File: src/rtl/ps2_host_tx.sv
// ps2_host_tx: PS/2 host-to-device command transmitter (clk_50 domain).
// Inhibits the bus, issues a request-to-send, and then shifts a byte out
// on the device-generated clock: eight data bits LSB first, odd parity,
// and a stop bit. It then checks the device ACK and waits for the bus to
// return to idle. tx_active gates the keyboard receiver for the whole transfer.
// Optional build macro PS2_TX_FILTER_EN: a device falling edge counts only
// after the synchronized clock has been low for 8 consecutive cycles.
module ps2_host_tx #(
  parameter int INHIBIT_CYCLES       = 5000,
  parameter int START_TIMEOUT_CYCLES = 750000,
  parameter int BIT_TIMEOUT_CYCLES   = 100000,
  parameter int TIMER_W              = 20
) (
  input  logic       clk,
  input  logic       RST,
  input  logic [7:0] tx_data,
  input  logic       tx_valid,
  output logic       tx_ready,
  input  logic       ps2_clk_d,
  input  logic       ps2_data_d,
  output logic       ps2_clk_q,
  output logic       ps2_data_q,
  output logic       tx_active,
  output logic       done,
  output logic       error,
  output logic [1:0] err_code
);

  typedef enum logic [2:0] {
    S_IDLE, S_INHIBIT, S_REQ, S_WAIT_FIRST, S_SHIFT, S_ACK, S_WAIT_IDLE, S_FAIL
  } state_t;

  localparam logic [1:0] ERR_NONE  = 2'b00;
  localparam logic [1:0] ERR_START = 2'b01;
  localparam logic [1:0] ERR_BIT   = 2'b10;
  localparam logic [1:0] ERR_NACK  = 2'b11;

  localparam logic [TIMER_W-1:0] INHIBIT_LAST = TIMER_W'(INHIBIT_CYCLES - 1);
  localparam logic [TIMER_W-1:0] START_LIMIT  = TIMER_W'(START_TIMEOUT_CYCLES);
  localparam logic [TIMER_W-1:0] BIT_LIMIT    = TIMER_W'(BIT_TIMEOUT_CYCLES);

  state_t             r_state;
  state_t             w_state_next;
  logic [1:0]         w_fail_code;
  logic               r_clk_s1, r_clk_s2;
  logic               r_data_s1, r_data_s2;
  logic               w_fe;
  logic [TIMER_W-1:0] r_timer;
  logic [3:0]         r_bit_idx;
  logic [8:0]         r_shift;
  logic [1:0]         r_err_code;
  logic               w_accept;

  assign w_accept = (r_state == S_IDLE) && tx_valid;

  // Two-flop synchronizers for the raw bus levels.
  // NOTE: synchronizers reset to 1 (idle bus level) so leaving reset cannot fake a falling edge.
  always_ff @(posedge clk or negedge RST) begin
    if (!RST) begin
      r_clk_s1  <= 1'b1;
      r_clk_s2  <= 1'b1;
      r_data_s1 <= 1'b1;
      r_data_s2 <= 1'b1;
    end else begin
      // NOTE: non-blocking assignments keep every flop sampling pre-edge values.
      r_clk_s1  <= ps2_clk_d;
      r_clk_s2  <= r_clk_s1;
      r_data_s1 <= ps2_data_d;
      r_data_s2 <= r_data_s1;
    end
  end

`ifdef PS2_TX_FILTER_EN
  logic [2:0] r_low_cnt;
  logic       r_armed;

  // Glitch filter: re-arm on a high level, fire once on the 8th consecutive low cycle.
  always_ff @(posedge clk or negedge RST) begin
    if (!RST) begin
      r_low_cnt <= 3'd0;
      r_armed   <= 1'b1;
    end else if (r_clk_s2) begin
      r_low_cnt <= 3'd0;
      r_armed   <= 1'b1;
    end else if (r_armed) begin
      if (r_low_cnt == 3'd7) r_armed <= 1'b0;
      else                   r_low_cnt <= r_low_cnt + 3'd1;
    end
  end

  assign w_fe = r_armed && !r_clk_s2 && (r_low_cnt == 3'd7);
`else
  logic r_clk_prev;

  // Previous synchronized clock level for plain 1 -> 0 edge detection.
  always_ff @(posedge clk or negedge RST) begin
    if (!RST) r_clk_prev <= 1'b1;
    else      r_clk_prev <= r_clk_s2;
  end

  assign w_fe = r_clk_prev && !r_clk_s2;
`endif

  // FSM state register.
  always_ff @(posedge clk or negedge RST) begin
    if (!RST) r_state <= S_IDLE;
    else      r_state <= w_state_next;
  end

  // FSM next-state logic, including which failure code a FAIL entry carries.
  always_comb begin
    // NOTE: defaults first so no path through the case leaves a signal unassigned (no latch).
    w_state_next = r_state;
    w_fail_code  = ERR_NONE;
    unique case (r_state)
      S_IDLE:       if (w_accept) w_state_next = S_INHIBIT;
      S_INHIBIT:    if (r_timer == INHIBIT_LAST) w_state_next = S_REQ;
      S_REQ:        w_state_next = S_WAIT_FIRST;
      S_WAIT_FIRST: begin
        if (w_fe) w_state_next = S_SHIFT;
        else if (r_timer == START_LIMIT) begin
          w_state_next = S_FAIL;
          w_fail_code  = ERR_START;
        end
      end
      S_SHIFT: begin
        if (w_fe) begin
          if (r_bit_idx == 4'd9) w_state_next = S_ACK;
        end else if (r_timer == BIT_LIMIT) begin
          w_state_next = S_FAIL;
          w_fail_code  = ERR_BIT;
        end
      end
      S_ACK: begin
        if (w_fe) begin
          if (r_data_s2) begin
            w_state_next = S_FAIL;
            w_fail_code  = ERR_NACK;
          end else begin
            w_state_next = S_WAIT_IDLE;
          end
        end else if (r_timer == BIT_LIMIT) begin
          w_state_next = S_FAIL;
          w_fail_code  = ERR_BIT;
        end
      end
      S_WAIT_IDLE: begin
        if (r_clk_s2 && r_data_s2) w_state_next = S_IDLE;
        else if (r_timer == BIT_LIMIT) begin
          w_state_next = S_FAIL;
          w_fail_code  = ERR_BIT;
        end
      end
      S_FAIL:  w_state_next = S_IDLE;
      default: w_state_next = S_IDLE;
    endcase
  end

  // Datapath: phase timer, frame shifter, bit counter and sticky error code.
  always_ff @(posedge clk or negedge RST) begin
    if (!RST) begin
      r_timer    <= '0;
      r_bit_idx  <= 4'd0;
      r_shift    <= 9'd0;
      r_err_code <= ERR_NONE;
    end else begin
      // Timer restarts on every phase change and on each device edge while shifting;
      // only edges in SHIFT matter, our own inhibit pull-down also looks like an edge.
      if ((w_state_next != r_state) || (w_fe && (r_state == S_SHIFT)))
        r_timer <= '0;
      else if (r_timer != '1)
        r_timer <= r_timer + TIMER_W'(1);

      if (w_accept) begin
        r_shift    <= {~^tx_data, tx_data};
        r_bit_idx  <= 4'd0;
        r_err_code <= ERR_NONE;
      end else if (w_fe && (r_state == S_WAIT_FIRST)) begin
        r_bit_idx <= 4'd1;
      end else if (w_fe && (r_state == S_SHIFT)) begin
        r_shift   <= {1'b0, r_shift[8:1]};
        r_bit_idx <= r_bit_idx + 4'd1;
      end

      if (w_state_next == S_FAIL) r_err_code <= w_fail_code;
    end
  end

  // FSM outputs: line drivers, handshake and completion pulses.
  always_comb begin
    ps2_clk_q  = 1'b0;
    ps2_data_q = 1'b0;
    tx_ready   = 1'b0;
    tx_active  = 1'b1;
    done       = 1'b0;
    error      = 1'b0;
    unique case (r_state)
      S_IDLE: begin
        tx_ready  = 1'b1;
        tx_active = 1'b0;
      end
      S_INHIBIT: ps2_clk_q = 1'b1;
      S_REQ: begin
        ps2_clk_q  = 1'b1;
        ps2_data_q = 1'b1;
      end
      S_WAIT_FIRST: ps2_data_q = 1'b1;
      S_SHIFT:      ps2_data_q = ~r_shift[0];
      S_WAIT_IDLE:  done = r_clk_s2 && r_data_s2;
      S_FAIL:       error = 1'b1;
      default:      ;
    endcase
  end

  assign err_code = r_err_code;

endmodule

File: config.mk
export PLATFORM = sky130hd
export DESIGN_NAME = ps2_host_tx
export DESIGN_NICKNAME = d
export VERILOG_FILES = /design/src/rtl/ps2_host_tx.sv
export SDC_FILE = /design/constraint.sdc
export NUM_CORES = 1
export LEC_CHECK = 0
export ABC_CLOCK_PERIOD_IN_PS = 2200
export CORE_ASPECT_RATIO = 0.5
export CORE_MARGIN = 2
export CORE_UTILIZATION = 52
export CTS_CLUSTER_DIAMETER = 150
export CTS_CLUSTER_SIZE = 20
export DETAILED_ROUTE_END_ITERATION = 10
export HOLD_SLACK_MARGIN = 0.05
export PLACE_DENSITY = 0.87
export RECOVER_POWER = 50
export SETUP_SLACK_MARGIN = 0.1
export SLEW_MARGIN = 20
export SYNTH_ARGS = -nofsm -noshare
export SYNTH_HDL_FRONTEND = slang
export SYNTH_SLANG_ARGS = --single-unit
File: constraint.sdc
create_clock -name clk -period 2.2 [get_ports clk]
set_input_delay 0.44 -clock clk [delete_from_list [all_inputs] [get_ports clk]]
set_output_delay 0.44 -clock clk [all_outputs]
set_load 0.01 [all_outputs]
==> results.json, run 1 <==
{
  "grt_usage_pct": 28.0,
  "fin_crit_sh_pct": 108,
  "synth_area_leaders": "dfrtp_1, nand2_1, nor2_1",
  "muxShareOfSynthArea_pct": 0.787,
  "diodes": 0,
  "start_util_pct": 55.9,
  "die-area_um2": 5500,
  "place_hpwl_um": 4670,
  "avgViaCountPerCell": 6.18,
  "ys_ff_latch": 43,
  "rsz0062_at_grt": "true",
  "syn_nets": 305,
  "synth-seq-area-share_pct": 42.5,
  "htree_levels": 2,
  "layout_commonest_cell": "nand2_1",
  "violations": "setup timing",
  "cp.arrival_ns": 2.56,
  "p_leak_nw": 1.42,
  "cp-startpoint": "r_timer[1]$_DFFE_PN0P_",
  "dr.pass1.iters": 5,
  "synthDistinctLibCells": 51,
  "clkSinkCount": 43,
  "placed_cells": 397,
  "final_cell_mix": "nand2_1, dfrtp_1, buf_4",
  "numCtsBuffers": 5,
  "final_nets": 364,
  "cp_cell_sequence": "ha_1 > and2_1 > nand3_1 > or4_1 > a211oi_2 > nand4bb_4 > buf_6 > nor2_1",
  "cts_tree": "yes",
  "hold_path_depth": 0,
  "ant_nets": 0,
  "cp_top_family": "simple AND/OR/NAND/NOR gates",
  "die-height_um": 53.5,
  "ir_drop_mv": 0.270,
  "grt_max_degree": 28,
  "hold_slack_ns": 0.360,
  "place_area_um2": 3020,
  "io_buffers": 20,
  "synth_top_family_by_area": "simple AND/OR/NAND/NOR gates",
  "syn_area_um2": 2540,
  "crit_cells": 8,
  "die_w_um": 103,
  "drive_gt1_share_pct": 22.4,
  "synth-main-ff-cell": "dfrtp_1",
  "cts_buffer_depth": 2,
  "fin_ws_ns": -0.168,
  "maxCapViolations": 0,
  "yosys.area_share.adder_pct": 1.97,
  "grt.overflow.total": 0,
  "synthArstFlopShare_pct": 100,
  "clkTransAtPathRegs_ns": 0.08,
  "outcome": "complete, but fails checks",
  "reg2reg_depth": 8,
  "final_cells": 414,
  "rows": 17,
  "globalplace.congestion": 0.880,
  "fin_tns_setup_ns": -2.96,
  "wl_per_cell_um": 18.0,
  "syn_area_per_cell_um2": 8.84,
  "r2r_start": "r_timer[1]$_DFFE_PN0P_",
  "slew_violations": 0,
  "vias": 2559,
  "tightest_slew_ns": 1.41,
  "final-hold-violation-count": 0,
  "fmax_mhz": 422,
  "synth-edff-count": 0,
  "path_max_fanout": 6,
  "synth_warnings": 0,
  "synthCells": 288,
  "reg2reg_to": "r_timer[12]$_DFFE_PN0P_",
  "cts-root-buf": "clkbuf_8",
  "min_path_type": "reg -> reg",
  "synth-xor-area-share_pct": 8.60,
  "yosys.area_share.simple_pct": 31.7,
  "area.growth.synth_to_final_pct": 28.5,
  "p_per_area_nw_per_um2": 437,
  "yosysTopAreaCellShare_pct": 37.4,
  "fin_skew_ns": 0.00784,
  "coreArea_um2": 4550,
  "yosysTopAreaCell": "dfrtp_1",
  "slew_headroom_pct": 6.27,
  "clkLatencyLatePin_ns": 0.31,
  "drtIter0Drc": 181,
  "worst-path-buf-inv": 1,
  "grt_pass1_wl_um": 11500,
  "cp-end-kind": "register",
  "critical_path_class": "reg -> reg",
  "period_needed_ns": 2.37,
  "grt_pass1_vias": 2477,
  "holdCritStartpoint": "r_clk_s1$_DFF_PN1_",
  "crit_path_end": "r_timer[12]$_DFFE_PN0P_",
  "ff2ff_setup_slack_ns": -0.17,
  "antenna_found_initial": 0,
  "drt_wl_total_um": 7430,
  "critPathLaunchType": "register",
  "fin_util_pct": 71.8,
  "synth_compound_area_share_pct": 11.0,
  "setup_violations": 22,
  "final_cell_area_um2": 3270,
  "fillers": 315,
  "slowest_stage": "or4_1",
  "io_pins": 21,
  "cpPeakStageDelay_ns": 0.54,
  "worstPathRequired_ns": 2.39,
  "drc_errors": 0
}
[flip-flops by register name, indices dropped and copies added, names as in the netlist]
| signal | cells |
|---|---|
| r_timer | 20 |
| r_shift | 9 |
| r_bit_idx | 4 |
| r_state | 3 |
| err_code | 2 |
| r_clk_prev | 1 |
| r_clk_s1 | 1 |
| r_clk_s2 | 1 |
| r_data_s1 | 1 |
| r_data_s2 | 1 |
[layer usage]
| layer | vias to the layer above | share of wire [%] | GRT usage [%] |
|---|---|---|---|
| met1 | 1230 | 40 | 32.9 |
| met4 | 0 | 3.5 | 12.5 |
| met3 | 35 | 8.0 | 8.98 |
| li1 | 1133 | - | - |
| met5 | - | 0 | 0 |
| met2 | 161 | 48 | 47.5 |
[kinds of logic after synthesis]
family,Yosys count
and+or+nand+nor,153
DFF,43
AOI/OAI and AO/OA,42
xor gates and xnor gates,25
buffers and inverters,19
adders and majority gates,4
muxes,2
[power breakdown]
| part | internal, mW | total [mW] | switching, mW |
|---|---|---|---|
| clock | 0.254 | 0.543 | 0.289 |
| sequential | 0.798 | 0.802 | 0.00372 |
| combinational | 0.0439 | 0.0834 | 0.0395 |
[cells in the mapped netlist (2+ instances only)]
| master | count |
|---|---|
| and3_1 | 6 |
| nor3_1 | 10 |
| nor2b_1 | 3 |
| o21bai_1 | 2 |
| a211oi_1 | 4 |
| mux2i_1 | 2 |
| nor4b_1 | 2 |
| o22ai_1 | 2 |
| buf_6 | 2 |
| nand3_1 | 12 |
| nor3b_1 | 2 |
| xnor2_1 | 11 |
| and2_1 | 5 |
| o21ai_0 | 9 |
| and4b_1 | 4 |
| a21oi_1 | 8 |
| ha_1 | 4 |
| o21a_1 | 2 |
| clkbuf_1 | 7 |
| xor2_1 | 14 |
| nor2_1 | 40 |
| dfstp_2 | 5 |
| nand2_1 | 41 |
| buf_2 | 2 |
| inv_1 | 8 |
| nor4_1 | 3 |
| dfrtp_1 | 38 |
| a31oi_1 | 8 |
| nand4_1 | 10 |
[timing repair]
action                     4_1_cts  5_1_grt
gates cloned                     0        0
setup endpoints to repair       27       25
setup buffers                    5        4
hold endpoints to repair         0        0
hold buffers                     0        0
gates resized for setup         22        9
pin swaps                       10        5
[how the worst min path moves through the flow]
stage / end / slack [ns]
finish: r_clk_s2$_DFF_PN1_ / 0.36
global placement: r_data_s2$_DFF_PN1_ / 0.35
global route: r_clk_s2$_DFF_PN1_ / 0.36
CTS: r_timer[4]$_DFFE_PN0P_ / 0.14
detailed placement: r_clk_s2$_DFF_PN1_ / 0.35
floorplan: err_code[0]$_DFFE_PN0P_ / 0.14
[metrics by stage]
| step | total power [mW] | worst slack, ns |
|---|---|---|
| floorplan | 0.844 | 0.0786 |
| global placement | 0.892 | -0.00942 |
| detailed placement | 0.895 | -0.0370 |
| CTS | 1.42 | -0.0281 |
| global route | 1.47 | -0.225 |
| finish | 1.43 | -0.168 |
[layout make-up]
type                    count  area (um^2)  share of cell area (%)
flip-flops and latches     43         1080                    33.1
multi-input cells         226         1450                    44.4
clock buffers               7         86.3                    2.64
clock inverters             1         5.00                   0.153
well taps                  66         82.6                    2.53
inverters                   8         30.0                   0.918
repair buffers             63          533                    16.3
Note: power is estimated with default switching activity, not from simulation.
==> inputs of run 2 (changes only) <==
--- a/config.mk
+++ b/config.mk
@@ -9,7 +9,7 @@
 export CORE_ASPECT_RATIO = 0.5
 export CORE_MARGIN = 2
 export CORE_UTILIZATION = 52
-export CTS_CLUSTER_DIAMETER = 150
+export CTS_CLUSTER_DIAMETER = 80
 export CTS_CLUSTER_SIZE = 20
 export DETAILED_ROUTE_END_ITERATION = 10
 export HOLD_SLACK_MARGIN = 0.05
==> results of run 2 <==
Final layout, timing and power as in run 1 (identical DEF).
==> inputs of run 3 (changes only) <==
--- a/config.mk
+++ b/config.mk
@@ -7,7 +7,6 @@
 export LEC_CHECK = 0
 export ABC_CLOCK_PERIOD_IN_PS = 2200
 export CORE_ASPECT_RATIO = 0.5
-export CORE_MARGIN = 2
 export CORE_UTILIZATION = 52
 export CTS_CLUSTER_DIAMETER = 80
 export CTS_CLUSTER_SIZE = 20
==> run 3 against run 2 <==
  * The flow finishes with violations (capacitance limit, slew limit, setup timing)
  * Die area fell by 5.6%
  * Power fell by 2.6%
  * Sequential share of layout area rose by 0.27 points
  * Worst hold slack improved by 0.0025 ns
  * Critical endpoint is now r_timer[9]$_DFFE_PN0P_
  * Clock skew fell by 0.00058 ns
  * Utilization fell by 0.41 points
  * Sequential cell count did not move
  * Highest routed layer unchanged
==> results.json, run 3 (synthesis gave the netlist of run 1 again) <==
{
  "outcome": "complete, but fails checks",
  "violations": "capacitance limit, slew limit, setup timing",
  "clkLatencyLatePin_ns": 0.31,
  "p_total_mw": 1.39,
  "min_path_type": "reg -> reg",
  "fin_tns_setup_ns": -1.00,
  "power.switching_mw": 0.330,
  "wl_per_cell_um": 16.5,
  "rsz0062_at_grt": "true",
  "fin_ws_ns": -0.0617,
  "reg_top3": "r_timer (20), r_shift (9), r_bit_idx (4)",
  "globalplace.congestion": 0.934,
  "fillers": 327,
  "p_seq_share_pct": 57.7,
  "grt_max_degree": 29,
  "grt_usage_pct": 27.9,
  "largest_reg_flops": 20,
  "layout_commonest_cell": "nand2_1",
  "slowest_stage": "or4b_4",
  "numCtsBuffers": 5,
  "fin_crit_sh_pct": 103,
  "antenna_found_initial": 0,
  "cp-end-kind": "register",
  "rows": 17,
  "critical_path_class": "reg -> reg",
  "ctsHoldBuffers": 0,
  "tightest_slew_ns": 1.50,
  "cpPeakStageDelay_ns": 0.52,
  "diodes": 0,
  "final-hold-violation-count": 0,
  "place_area_um2": 3020,
  "clkSinkCount": 43,
  "ant_nets": 0,
  "period_needed_ns": 2.26,
  "placed_cells": 395,
  "top_register": "r_timer",
  "start_util_pct": 55.9,
  "dr.pass1.iters": 5,
  "vias": 2482,
  "drc_errors": 0,
  "io_buffers": 20,
  "maxCapViolations": 1,
  "ir_drop_mv": 0.245,
  "place_hpwl_um": 4670,
  "final_cell_area_um2": 3250,
  "p_clk_share_pct": 36.7,
  "grt_pass1_vias": 2346,
  "final_cells": 413,
  "io_pins": 21,
  "p_leak_nw": 1.40,
  "drive_gt1_share_pct": 22.5,
  "avgViaCountPerCell": 6.01,
  "grt_pass1_wl_um": 10900,
  "fmax_mhz": 442,
  "fin_skew_ns": 0.00726,
  "drtIter0Drc": 174,
  "htree_levels": 2,
  "final_cell_mix": "nand2_1, buf_4, dfrtp_1",
  "slew_headroom_pct": -0.0556,
  "grt.overflow.total": 0,
  "worstPathRequired_ns": 2.40,
  "die_w_um": 101,
  "path_max_fanout": 5,
  "cp_cell_sequence": "or4b_4 > or4_4 > a211oi_4 > o31a_2 > nand4bb_4 > buf_6 > nor2_2",
  "coreArea_um2": 4550,
  "clkTransAtPathRegs_ns": 0.08,
  "setup_violations": 21,
  "p_comb_share_pct": 5.7,
  "die-height_um": 51.5,
  "critPathLaunchType": "register",
  "drt_wl_total_um": 6810,
  "final_nets": 363,
  "area.growth.synth_to_final_pct": 27.7,
  "cts_buffer_depth": 2,
  "slew_violations": 28,
  "p_sw_share_pct": 23.8,
  "die-area_um2": 5200,
  "internal_power_mw": 1.06,
  "p_per_area_nw_per_um2": 428,
  "cts_tree": "yes",
  "cts-root-buf": "clkbuf_8",
  "cp.arrival_ns": 2.46
}
## run 3: worst paths after layout
check / startpoint / to / slack (ns) / depth (start not counted)
worst min register to register: r_data_s1$_DFF_PN1_ / r_data_s2$_DFF_PN1_ / 0.36 / 0
max in group asynchronous: RST / r_shift[0]$_DFFE_PN0P_ / 0.70 / 2
worst max-delay path: r_timer[11]$_DFFE_PN0P_ / r_timer[9]$_DFFE_PN0P_ / -0.06 / 7
worst min-delay path: r_data_s1$_DFF_PN1_ / r_data_s2$_DFF_PN1_ / 0.36 / 0
worst max register to register: r_timer[11]$_DFFE_PN0P_ / r_timer[9]$_DFFE_PN0P_ / -0.06 / 7
min in group asynchronous: RST / r_timer[15]$_DFFE_PN0P_ / 0.48 / 1
## run 3: cell type report
type                       instances  area, um^2  area share [%]
multi-input combinational        226        1450            44.6
sequential                        43        1080            33.4
timing repair buffer              62         517            15.9
tap                               66        82.6            2.54
clock buffer                       6        72.6            2.23
inverter                           8        30.0           0.924
clock inverter                     2        12.5           0.385
## run 3: per-stage QoR
stage / util, % / setup slack, ns / hold slack (ns)
2_1_floorplan: - / 0.0786 / 0.144
3_3_place_gp: 66.3 / -0.0155 / 0.346
3_5_place_dp: 66.3 / -0.110 / 0.350
4_1_cts: 69.9 / -0.0404 / 0.150
5_1_grt: 71.4 / -0.137 / 0.365
6_report: 71.4 / -0.0617 / 0.362
## run 3: worst max-delay path, delay by kind of cell, from the launching register on
kind                   cells  cell delay, ns
AOI/OAI and AO/OA          2            0.37
and+or+nand+nor            4            1.21
DFF                        1            0.40
buffers and inverters      1            0.16
## run 3: layer usage
metal / vias up / GRT usage [%] / routed length (um)
met5: - / 0 / 0
met4: 0 / 14.3 / 202
met3: 32 / 5.34 / 425
met2: 120 / 48.4 / 3280
met1: 1202 / 33.6 / 2890
li1: 1128 / - / -
## run 3: power groups by stage
stage	clock (mW)	combinational, mW	sequential [mW]
floorplan	0	0.0281	0.816
global placement	0	0.0746	0.817
detailed placement	0	0.0769	0.817
CTS	0.511	0.0796	0.801
global route	0.548	0.0872	0.802
finish	0.510	0.0789	0.802
## run 3: timing repair
item / 4_1_cts / 5_1_grt
endpoints found under the setup margin: 28 / 23
pin swaps: 3 / 2
setup buffers: 7 / 3
gates resized for setup: 15 / 15
gates cloned: 0 / 0
